$ cat src/rtl/ctrl_pkg.sv
// Shared types and encodings for the multi-cycle control FSM and its datapath interface.
package ctrl_pkg;

    localparam int unsigned XLEN_W = 32;
    localparam int unsigned REG_W  = 5;

    typedef enum logic [2:0] {
        ST_FETCH,
        ST_DECODE,
        ST_EXEC,
        ST_MEM,
        ST_JUMP,
        ST_TRAP
    } state_e;

    localparam logic [6:0] OP_R    = 7'b0110011;
    localparam logic [6:0] OP_LOAD = 7'b0000011;
    localparam logic [6:0] OP_JAL  = 7'b1101111;
    localparam logic [2:0] F3_LW   = 3'b010;

    typedef enum logic [3:0] {
        ALU_AND  = 4'b0000,
        ALU_OR   = 4'b0001,
        ALU_ADD  = 4'b0010,
        ALU_XOR  = 4'b0011,
        ALU_SLL  = 4'b0100,
        ALU_SRL  = 4'b0101,
        ALU_SUB  = 4'b0110,
        ALU_SLT  = 4'b0111,
        ALU_SRA  = 4'b1000,
        ALU_SLTU = 4'b1001
    } alu_op_e;

    typedef enum logic [1:0] {
        WB_ALU = 2'b00,
        WB_MEM = 2'b01,
        WB_PC4 = 2'b10
    } wb_sel_e;

    // Registered control word presented to the datapath.
    typedef struct packed {
        logic             imem_req;
        logic             dmem_req;
        logic             reg_write;
        logic             retire;
        logic             illegal;
        alu_op_e          alu;
        wb_sel_e          wb;
        logic [REG_W-1:0] rs1;
        logic [REG_W-1:0] rs2;
        logic [REG_W-1:0] rd;
    } ctl_t;

    // Sign-extended J-type immediate.
    function automatic logic [XLEN_W-1:0] jal_imm(input logic [XLEN_W-1:0] ir);
        return {{12{ir[31]}}, ir[19:12], ir[20], ir[30:21], 1'b0};
    endfunction

endpackage

$ cat src/rtl/multicycle_ctrl_if.sv
// Instruction-fetch and data-read handshake between the controller and memory side.
interface multicycle_ctrl_if;

    logic                          imem_req;
    logic [ctrl_pkg::XLEN_W-1:0]   imem_addr;
    logic                          imem_valid;
    logic [ctrl_pkg::XLEN_W-1:0]   imem_rdata;
    logic                          dmem_req;
    logic                          dmem_valid;

    modport master (
        output imem_req, imem_addr, dmem_req,
        input  imem_valid, imem_rdata, dmem_valid
    );

    modport slave (
        input  imem_req, imem_addr, dmem_req,
        output imem_valid, imem_rdata, dmem_valid
    );

endinterface

$ cat src/rtl/alu_decoder.sv
// Maps R-type funct3/funct7 to an ALU operation; flags encodings the ALU cannot execute.
module alu_decoder
    import ctrl_pkg::*;
(
    input  logic [2:0] funct3,
    input  logic [6:0] funct7,
    output alu_op_e    alu_op,
    output logic       bad
);

    always_comb begin
        alu_op = ALU_ADD;
        bad    = 1'b0;
        unique case (funct7)
            7'b0000000: begin
                unique case (funct3)
                    3'b000: alu_op = ALU_ADD;
                    3'b001: alu_op = ALU_SLL;
                    3'b010: alu_op = ALU_SLT;
                    3'b011: alu_op = ALU_SLTU;
                    3'b100: alu_op = ALU_XOR;
                    3'b101: alu_op = ALU_SRL;
                    3'b110: alu_op = ALU_OR;
                    3'b111: alu_op = ALU_AND;
                    default: bad = 1'b1;
                endcase
            end
            7'b0100000: begin
                unique case (funct3)
                    3'b000:  alu_op = ALU_SUB;
                    3'b101:  alu_op = ALU_SRA;
                    default: bad = 1'b1;
                endcase
            end
            default: bad = 1'b1;
        endcase
    end

endmodule

$ cat src/rtl/multicycle_ctrl.sv
// Multi-cycle FETCH/DECODE/EXEC|MEM|JUMP sequencer for the register-file/ALU datapath.
module multicycle_ctrl
    import ctrl_pkg::*;
#(
    parameter int unsigned XLEN     = 32,
    parameter logic [31:0] RESET_PC = 32'h0000_0000
) (
    input  logic                 clk,
    input  logic                 rst_n,
    multicycle_ctrl_if.master    bus,
    output logic [XLEN-1:0]      pc,
    output logic                 reg_write,
    output logic [3:0]           alu_control,
    output logic [REG_W-1:0]     rs1,
    output logic [REG_W-1:0]     rs2,
    output logic [REG_W-1:0]     rd,
    output logic [1:0]           mem_to_reg,
    output logic                 retire,
    output logic                 illegal
);

    state_e          state_q, state_d;
    logic [XLEN-1:0] pc_q, pc_d;
    logic [XLEN-1:0] ir_q, ir_d;
    ctl_t            ctl_q, ctl_d;

    alu_op_e         dec_op;
    logic            dec_bad;
    logic [XLEN-1:0] jal_target;
    logic            jal_misaligned;
    logic            load_ok;
    logic            rd_nz;
    logic            mem_done;

    // IR only changes on leaving FETCH, so ir_d equals ir_q in every decode-dependent state.
    alu_decoder u_alu_decoder (
        .funct3 (ir_d[14:12]),
        .funct7 (ir_d[31:25]),
        .alu_op (dec_op),
        .bad    (dec_bad)
    );

    assign jal_target     = pc_q + jal_imm(ir_d);
    assign jal_misaligned = |jal_target[1:0];
    assign load_ok        = (ir_d[14:12] == F3_LW) && (ir_d[31:20] == 12'd0);
    assign rd_nz          = |ir_d[11:7];
    assign mem_done       = (state_q == ST_MEM) && bus.dmem_valid;

    always_ff @(posedge clk or negedge rst_n) begin
        if (!rst_n) begin
            state_q <= ST_FETCH;
            pc_q    <= XLEN'(RESET_PC);
            ir_q    <= '0;
            ctl_q   <= '{alu: ALU_ADD, wb: WB_ALU, default: '0};
        end else begin
            state_q <= state_d;
            pc_q    <= pc_d;
            ir_q    <= ir_d;
            ctl_q   <= ctl_d;
        end
    end

    // Next state, IR and PC. Fetch completes only once the registered request is visible.
    always_comb begin
        state_d = state_q;
        pc_d    = pc_q;
        ir_d    = ir_q;
        unique case (state_q)
            ST_FETCH: begin
                if (bus.imem_valid && ctl_q.imem_req) begin
                    ir_d    = bus.imem_rdata;
                    state_d = ST_DECODE;
                end
            end
            ST_DECODE: begin
                if (ir_q[6:0] == OP_R)                   state_d = ST_EXEC;
                else if (ir_q[6:0] == OP_LOAD && load_ok) state_d = ST_MEM;
                else if (ir_q[6:0] == OP_JAL)            state_d = ST_JUMP;
                else                                     state_d = ST_TRAP;
            end
            ST_EXEC: begin
                if (dec_bad) begin
                    state_d = ST_TRAP;
                end else begin
                    pc_d    = pc_q + XLEN'(4);
                    state_d = ST_FETCH;
                end
            end
            ST_MEM: begin
                if (bus.dmem_valid) begin
                    pc_d    = pc_q + XLEN'(4);
                    state_d = ST_FETCH;
                end
            end
            ST_JUMP: begin
                if (jal_misaligned) begin
                    state_d = ST_TRAP;
                end else begin
                    pc_d    = jal_target;
                    state_d = ST_FETCH;
                end
            end
            ST_TRAP: state_d = ST_TRAP;
            default: state_d = ST_TRAP;
        endcase
    end

    // Control word for the upcoming state, registered so outputs are glitch-free.
    always_comb begin
        ctl_d     = '0;
        ctl_d.alu = ALU_ADD;
        ctl_d.wb  = WB_ALU;
        if (state_d != ST_FETCH) begin
            ctl_d.rs1 = ir_d[19:15];
            ctl_d.rs2 = ir_d[24:20];
            ctl_d.rd  = ir_d[11:7];
        end
        unique case (state_d)
            ST_FETCH: ctl_d.imem_req = 1'b1;
            ST_EXEC: begin
                ctl_d.alu       = dec_op;
                ctl_d.reg_write = !dec_bad && rd_nz;
                ctl_d.retire    = !dec_bad;
            end
            ST_MEM: begin
                ctl_d.dmem_req = 1'b1;
                ctl_d.rs2      = '0;
                ctl_d.wb       = WB_MEM;
            end
            ST_JUMP: begin
                ctl_d.wb        = WB_PC4;
                ctl_d.reg_write = !jal_misaligned && rd_nz;
                ctl_d.retire    = !jal_misaligned;
            end
            ST_TRAP: ctl_d.illegal = 1'b1;
            default: ctl_d.illegal = 1'b0;
        endcase
    end

    assign bus.imem_req  = ctl_q.imem_req;
    assign bus.imem_addr = pc_q;
    assign bus.dmem_req  = ctl_q.dmem_req;

    assign pc          = pc_q;
    assign alu_control = ctl_q.alu;
    assign mem_to_reg  = ctl_q.wb;
    assign rs1         = ctl_q.rs1;
    assign rs2         = ctl_q.rs2;
    assign rd          = ctl_q.rd;
    assign illegal     = ctl_q.illegal;
    // Load completion is the only place data-side valid reaches an output directly.
    assign reg_write   = ctl_q.reg_write | (mem_done && (|ir_q[11:7]));
    assign retire      = ctl_q.retire | mem_done;

endmodule

$ cat src/flat_wrapper.sv
// flat-port wrapper written by rule: the top's interface ports become plain ports
module multicycle_ctrl_flat import ctrl_pkg::*;
#(
    parameter int unsigned XLEN     = 32,
    parameter logic [31:0] RESET_PC = 32'h0000_0000
)
  (clk, rst_n, pc, reg_write, alu_control, rs1, rs2, rd, mem_to_reg, retire, illegal, bus_imem_req, bus_imem_addr, bus_dmem_req, bus_imem_valid, bus_imem_rdata, bus_dmem_valid);
  multicycle_ctrl_if bus_i ();
  input  logic clk;
  input  logic rst_n;
  output logic [XLEN-1:0] pc;
  output logic reg_write;
  output logic [3:0] alu_control;
  output logic [REG_W-1:0] rs1;
  output logic [REG_W-1:0] rs2;
  output logic [REG_W-1:0] rd;
  output logic [1:0] mem_to_reg;
  output logic retire;
  output logic illegal;
  output wire logic [$bits(bus_i.imem_req)-1:0] bus_imem_req;
  output wire logic [$bits(bus_i.imem_addr)-1:0] bus_imem_addr;
  output wire logic [$bits(bus_i.dmem_req)-1:0] bus_dmem_req;
  input wire logic [$bits(bus_i.imem_valid)-1:0] bus_imem_valid;
  input wire logic [$bits(bus_i.imem_rdata)-1:0] bus_imem_rdata;
  input wire logic [$bits(bus_i.dmem_valid)-1:0] bus_dmem_valid;
  assign bus_imem_req = bus_i.imem_req;
  assign bus_imem_addr = bus_i.imem_addr;
  assign bus_dmem_req = bus_i.dmem_req;
  assign bus_i.imem_valid = bus_imem_valid;
  assign bus_i.imem_rdata = bus_imem_rdata;
  assign bus_i.dmem_valid = bus_dmem_valid;
  multicycle_ctrl #(.XLEN(XLEN), .RESET_PC(RESET_PC)) u_core (.clk(clk), .rst_n(rst_n), .bus(bus_i), .pc(pc), .reg_write(reg_write), .alu_control(alu_control), .rs1(rs1), .rs2(rs2), .rd(rd), .mem_to_reg(mem_to_reg), .retire(retire), .illegal(illegal));
endmodule
$ cat config.mk
export PLATFORM = sky130hd
export DESIGN_NAME = multicycle_ctrl_flat
export DESIGN_NICKNAME = d
export VERILOG_FILES = /design/src/rtl/ctrl_pkg.sv /design/src/rtl/multicycle_ctrl_if.sv /design/src/rtl/alu_decoder.sv /design/src/rtl/multicycle_ctrl.sv /design/src/flat_wrapper.sv
export SDC_FILE = /design/constraint.sdc
export NUM_CORES = 1
export LEC_CHECK = 0
export ABC_AREA = 1
export BUFFER_PORTS_ARGS = -buffer_cell sky130_fd_sc_hd__clkbuf_2
export CAP_MARGIN = 10
export CORE_MARGIN = 3
export CORE_UTILIZATION = 60
export DETAILED_ROUTE_END_ITERATION = 12
export GPL_TIMING_DRIVEN = 0
export PLACE_DENSITY = 0.84
export SLEW_MARGIN = 30
export SYNTH_ARGS = -nofsm -noshare
export SYNTH_HDL_FRONTEND = slang
export SYNTH_SLANG_ARGS = --single-unit
$ cat constraint.sdc
create_clock -name clk -period 10 [get_ports clk]
set_input_delay 1 -clock clk [delete_from_list [all_inputs] [get_ports clk]]
set_output_delay 1 -clock clk [all_outputs]
set_load 0.02 [all_outputs]
## Word level (Yosys, flattened, before mapping)

Memory sizes are Yosys's and may differ from the RTL's.
Cells that the tools add are included.

- Flip-flop bits (word level): 93
- Memory bits (read-only): 32
- Memories: 1
- Logic and storage cells: 84
- Input port bits: 36

- Reduce and logical (&&, ||, !) cells: 22
- Add/subtract/negate cells: 2
- Multiplexer cells: 26
- Equal/unequal tests: 17
- Bitwise operators: 2

Memories:

| name | depth | width | rd ports | clocked after Yosys merged registers in | write ports | line | text |
|---|---|---|---|---|---|---|---|
| (no name shown) | 8 | 4 | 1 | 0 | 0 | alu_decoder.sv:16 | `unique case (funct3)` |

Operators with widths:

| kind | count |
|---|---|
| 32-bit 2-to-1 mux | 5 |
| 32-bit case mux with 3 select lines | 1 |
| 32-bit by 3-bit adder with 32-bit output (second input constant) | 1 |
| 32-bit adder | 1 |
| 3-bit 2-to-1 mux | 6 |
| 4-bit case mux with 2 select lines | 2 |
| 3-bit by 2-bit == test with 1-bit output (second input constant) | 5 |
| 15-bit 2-to-1 mux | 1 |
| 3-bit case mux with 5 select lines | 1 |
| 7-bit by 6-bit == test with 1-bit output (second input constant) | 2 |
| 3-bit == test (second input constant) | 4 |
| 12-bit logical NOT | 1 |
| 5-bit OR reduction | 2 |
| 3-bit logical NOT | 3 |
| 2-bit case mux with 2 select lines | 2 |
| 7-bit by 2-bit == test with 1-bit output (second input constant) | 1 |
| 7-bit == test (second input constant) | 1 |
| 1-bit logical AND | 7 |
| 7-bit logical NOT | 1 |
| 2-bit inequality test (second input constant) | 3 |
| 3-bit nonzero test | 2 |
| 1-bit 2-to-1 mux | 5 |
| 5-bit 2-to-1 mux | 1 |
| 4-bit 2-to-1 mux | 1 |
| 7 further kinds | 10 |

## Longest topological paths before layout

- Depth in word-level cells: 12
- Mapped depth: 24
- Gate-level depth less buffers: 22

## Modules after synthesis

From an unflattened synthesis, not the netlist that was laid out.

- Cells, all modules: 1032
- Area total of the unflattened synthesis: 7201.9 µm²

Modules (own cells, without submodules):

| module | area each (µm²) | times used | cells each |
|---|---|---|---|
| multicycle_ctrl | 6967.9 | 1 | 987 |
| alu_decoder | 234.0 | 1 | 45 |

## Worst setup path after synthesis

Ideal clock, no wire load.

- Kind: input -> register
- From: input bus_imem_valid
- To: register u_core.pc_q[27], in the netlist u_core.bus.imem_addr[27]
- Cell stages on the path: 24
- Arrival: 3643 ps
- Required time: 9883 ps
- Slack: 6240 ps
- Cells stage by stage: buf_6 nand2_8 clkinv_4 nand3_4 buf_6 clkbuf_1 or2_2 o21ai_0 inv_1 ha_1 nand2_1 nor2_1 inv_1 nor2_1 inv_1 or2_2 nand3_1 nand2_1 nand2_1 nand2_1 nand3_1 nand2_1 nand2_1 nand2_1

RTL lines:

| item | line | text |
|---|---|---|
| start, declared | flat_wrapper.sv:23 | `input wire logic [$bits(bus_i.imem_valid)-1:0] bus_imem_valid;` |
| 1-bit logical AND | multicycle_ctrl.sv:70 | `if (bus.imem_valid && ctl_q.imem_req) begin` |
| 32-bit 2-to-1 mux | multicycle_ctrl.sv:70 |  |
| 32-bit 2-to-1 mux | multicycle_ctrl.sv:68 | `unique case (state_q)` |
| via u_core.ir_d[18] | multicycle_ctrl.sv:24 | `logic [XLEN-1:0] ir_q, ir_d;` |
| 32-bit adder | multicycle_ctrl.sv:43 | `assign jal_target = pc_q + jal_imm(ir_d);` |
| 32-bit 2-to-1 mux | multicycle_ctrl.sv:96 | `if (jal_misaligned) begin` |
| 32-bit case mux with 3 select lines | multicycle_ctrl.sv:68 |  |
| end signal, assigned | multicycle_ctrl.sv:52 | `pc_q <= XLEN'(RESET_PC);` |
| end signal, assigned | multicycle_ctrl.sv:57 | `pc_q <= pc_d;` |
| end, declared | multicycle_ctrl.sv:23 | `logic [XLEN-1:0] pc_q, pc_d;` |

The timed path passes the listed nets, and every way through them passes these cells. The select of a mux whose other input is x is not followed.
A chain may end at the register's enable or synchronous reset.

## Final worst setup path

- From: input bus_imem_valid
- To: register u_core.pc_q[22], in the netlist u_core.bus.imem_addr[22]

The elaborated chain is that of the path after synthesis.

==> reports/qor.txt <==
Number of flip-flops in the largest register: 32
Vias in the first global route: 6746
Aggregate negative setup slack: 0 ns
Terminus of the critical flop-to-flop path: u_core.bus.imem_addr[22]
Syn Inst Count: 1044
FF-to-FF Start: u_core.bus.imem_req
H-tree depth: 3
GR Overflow Total: 0
Fin crit share: 41.8%
Count leader, synth: nand2_1
First-pass GRT wire length: 34600 µm
Final Routed Wirelength: 22500 µm
Number of synthesized flops with an enable pin: 0
Post-Syn Area per Cell: 7.09 µm²
Pre-CTS WS: 5.53 ns
Post-CTS Setup Inserts: 0
Final ANT Viol Nets: 0
Status: finished clean
Multi-input logic area: 4120 µm²
Worst setup margin: 5.82 ns
Synthesis Warnings: 0
Type of origin of the critical path: input port
Ant diodes: 0
Area contributors post-synth: dfrtp_1 (31%), nand2_1 (13%), ha_1 (6.1%)
Critical path fanouts, max: 10
Unrepaired setup endpoints after global routing: no
Period minus WS final: 4.18 ns
1st-pass router iterations: 6
Area leader, netlist: dfrtp_1
Die Wd: 117 µm
Async set-reset flop share out of synthesis: 100%
Slew Limit Fails: 0
CTS buffer count: 9
Final #Nets: 1252
CP Class: input port to flop
Cell Area, Placed: 8230 µm²
Endpoint type of the worst setup path: flop
Final core utilization: 72.8%
Die footprint: 13700 µm²
DR vias/cell: 5.69
Final RePlAce weighted congestion: 0.991
Ys flop type: dfrtp_1
Reg area: 2300 µm²
Clock Latency Late Sink: 0.36 ns
Post-Layout Inst Area: 8520 µm²
Final setup fails: 0
Largest reg by FF count: u_core.ir_q
Antenna violations before repair: 0
Post-synth top cells: nand2_1 (257), inv_1 (117), dfrtp_1 (91), nor2_1 (89), o21ai_0 (75)
I/O Buffers: 122
Synthesized cell area: 7400 µm²
Pleak: 0.00443 µW
FP Rows: 39
Share of the synthesized area in the top cell type: 30.8%
Pwr Density: 317 nW/µm²
Fmax achieved: 239 MHz
Share of cells above drive strength 1: 23.4%
Synth Register Bits: 92
DRC violations left: 0
Starting Density: 63.2%
Dpl hpwl: 17500 µm
CTS tree: yes
Peak supply drop: 0.179 mV
Clock-pin transition on the worst setup and hold timing paths: 0.07 ns
Req. time, crit path: 10.24 ns
Tot Pwr: 2700 µW
Final hold violation count: 0
R2R setup slack: 5.96 ns
DR vias: 7553
Sequential element share of the synthesized area: 31.1%
Reg2Reg Depth: 19
Hold_buf cts: 0
GRT Util Overall: 32.8%
Clock buffer depth: 2
FILL cells: 1000
Clk root buf: clkbuf_16
Maxcap violations: 0
Clock Skew: 0.0120 ns
Count of cell types in the netlist: 52
Num Clock Sinks: 92
Measured slew at the worst slew-check pin: 0.766 ns
Largest net degree at the start of global routing: 82
Slew Limit Headroom: 48.9%
Chip height: 117 µm
Area Growth Syn to Fin: 15.2%
Initial drt markers: 849
CTS resizes: 0
Post-DR wirelength/cell: 17.0 µm
Placeable Area: 11700 µm²
Hold Crit Class: input port to async pin
IO Pins: 126
Worst EP arrival: 4.42 ns
==> where the power goes <==
part,internal [µW],switching (µW)
logic,583,1110
clock network,180,161
registers,503,172
==> critical path, stage by stage <==
cell and delay (ns):
buf_6 0.12, nand2_8 0.09, clkinv_4 0.09, nand3_4 0.13, buf_6 0.19, clkbuf_1 0.20, or2_2 0.32, o21ai_0 0.12
inv_1 0.16, ha_1 0.35, a21oi_1 0.28, o21ai_0 0.19, a21o_1 0.22, nand3b_1 0.23, or2_2 0.31, nand2_1 0.15
a21oi_1 0.10, o21ai_0 0.10, nand2_1 0.06
==> how the worst max path moves through the flow <==
| stage | from | end | depth (start not counted) |
|---|---|---|---|
| finish | bus_imem_valid | u_core.bus.imem_addr[22] | 19 |
| global route | bus_imem_valid | u_core.bus.imem_addr[20] | 21 |
| CTS | bus_imem_valid | u_core.bus.imem_addr[22] | 19 |
| detailed placement | bus_imem_valid | u_core.bus.imem_addr[22] | 19 |
| global placement | bus_imem_valid | u_core.bus.imem_addr[22] | 19 |
| floorplan | bus_imem_valid | u_core.bus.imem_addr[27] | 24 |
==> metrics by stage <==
| step | instances | hold WS, ns |
|---|---|---|
| 2_1_floorplan | 1045 | 0.449 |
| 3_3_place_gp | 1310 | 0.467 |
| 3_5_place_dp | 1311 | 0.469 |
| 4_1_cts | 1327 | 0.473 |
| 5_1_grt | 1327 | 0.475 |
| 6_report | 1327 | 0.474 |
==> cell type report <==
| class | count | area share (%) |
|---|---|---|
| repair buffers | 123 | 7.59 |
| inverters | 124 | 5.55 |
| flip-flops and latches | 92 | 27.0 |
| plain buffers | 72 | 5.99 |
| multi-input cells | 757 | 48.3 |
| clock inverters | 6 | 0.631 |
| well taps | 143 | 2.10 |
| clock buffers | 10 | 2.80 |
==> routing by layer <==
layer | wire [µm] | vias to the layer above | track usage [%]
met1 | 9640 | 3497 | 46.3
li1 | - | 3611 | -
met3 | 2370 | 55 | 7.46
met2 | 9870 | 390 | 50.4
met4 | 618 | 0 | 10.3
met5 | 0 | - | 0
==> cells by family after synthesis <==
group | count (synthesis) | synth area share, %
XOR/XNOR | 31 | 3.67
AND/OR/NAND/NOR | 521 | 33.1
buffers and inverters | 196 | 13.3
multiplexers | 1 | 0.135
other | 1 | 0.0507
AO/OA/AOI/OAI | 165 | 12.3
adder cells (fa/ha/maj) | 37 | 6.36
flip-flops | 92 | 31.1
==> layout by cell type (no fill, tap or decap), drive strengths merged, types with 3 or more instances in the layout <==
cell,synthesis,layout
a21oi,53,53
and2,3,3
buf,62,63
clkbuf,10,142
clkinv,1,3
dfrtp,91,91
ha,36,36
inv,123,126
nand2,276,276
nand3,58,58
nand3b,4,4
nand4,23,23
nor2,110,110
nor3,25,25
nor4,7,7
o211ai,3,3
o21ai,88,88
o21bai,6,6
o22ai,4,4
or2,14,14
xnor2,11,11
xor2,20,20
Note: power is estimated with default switching activity, not from simulation.
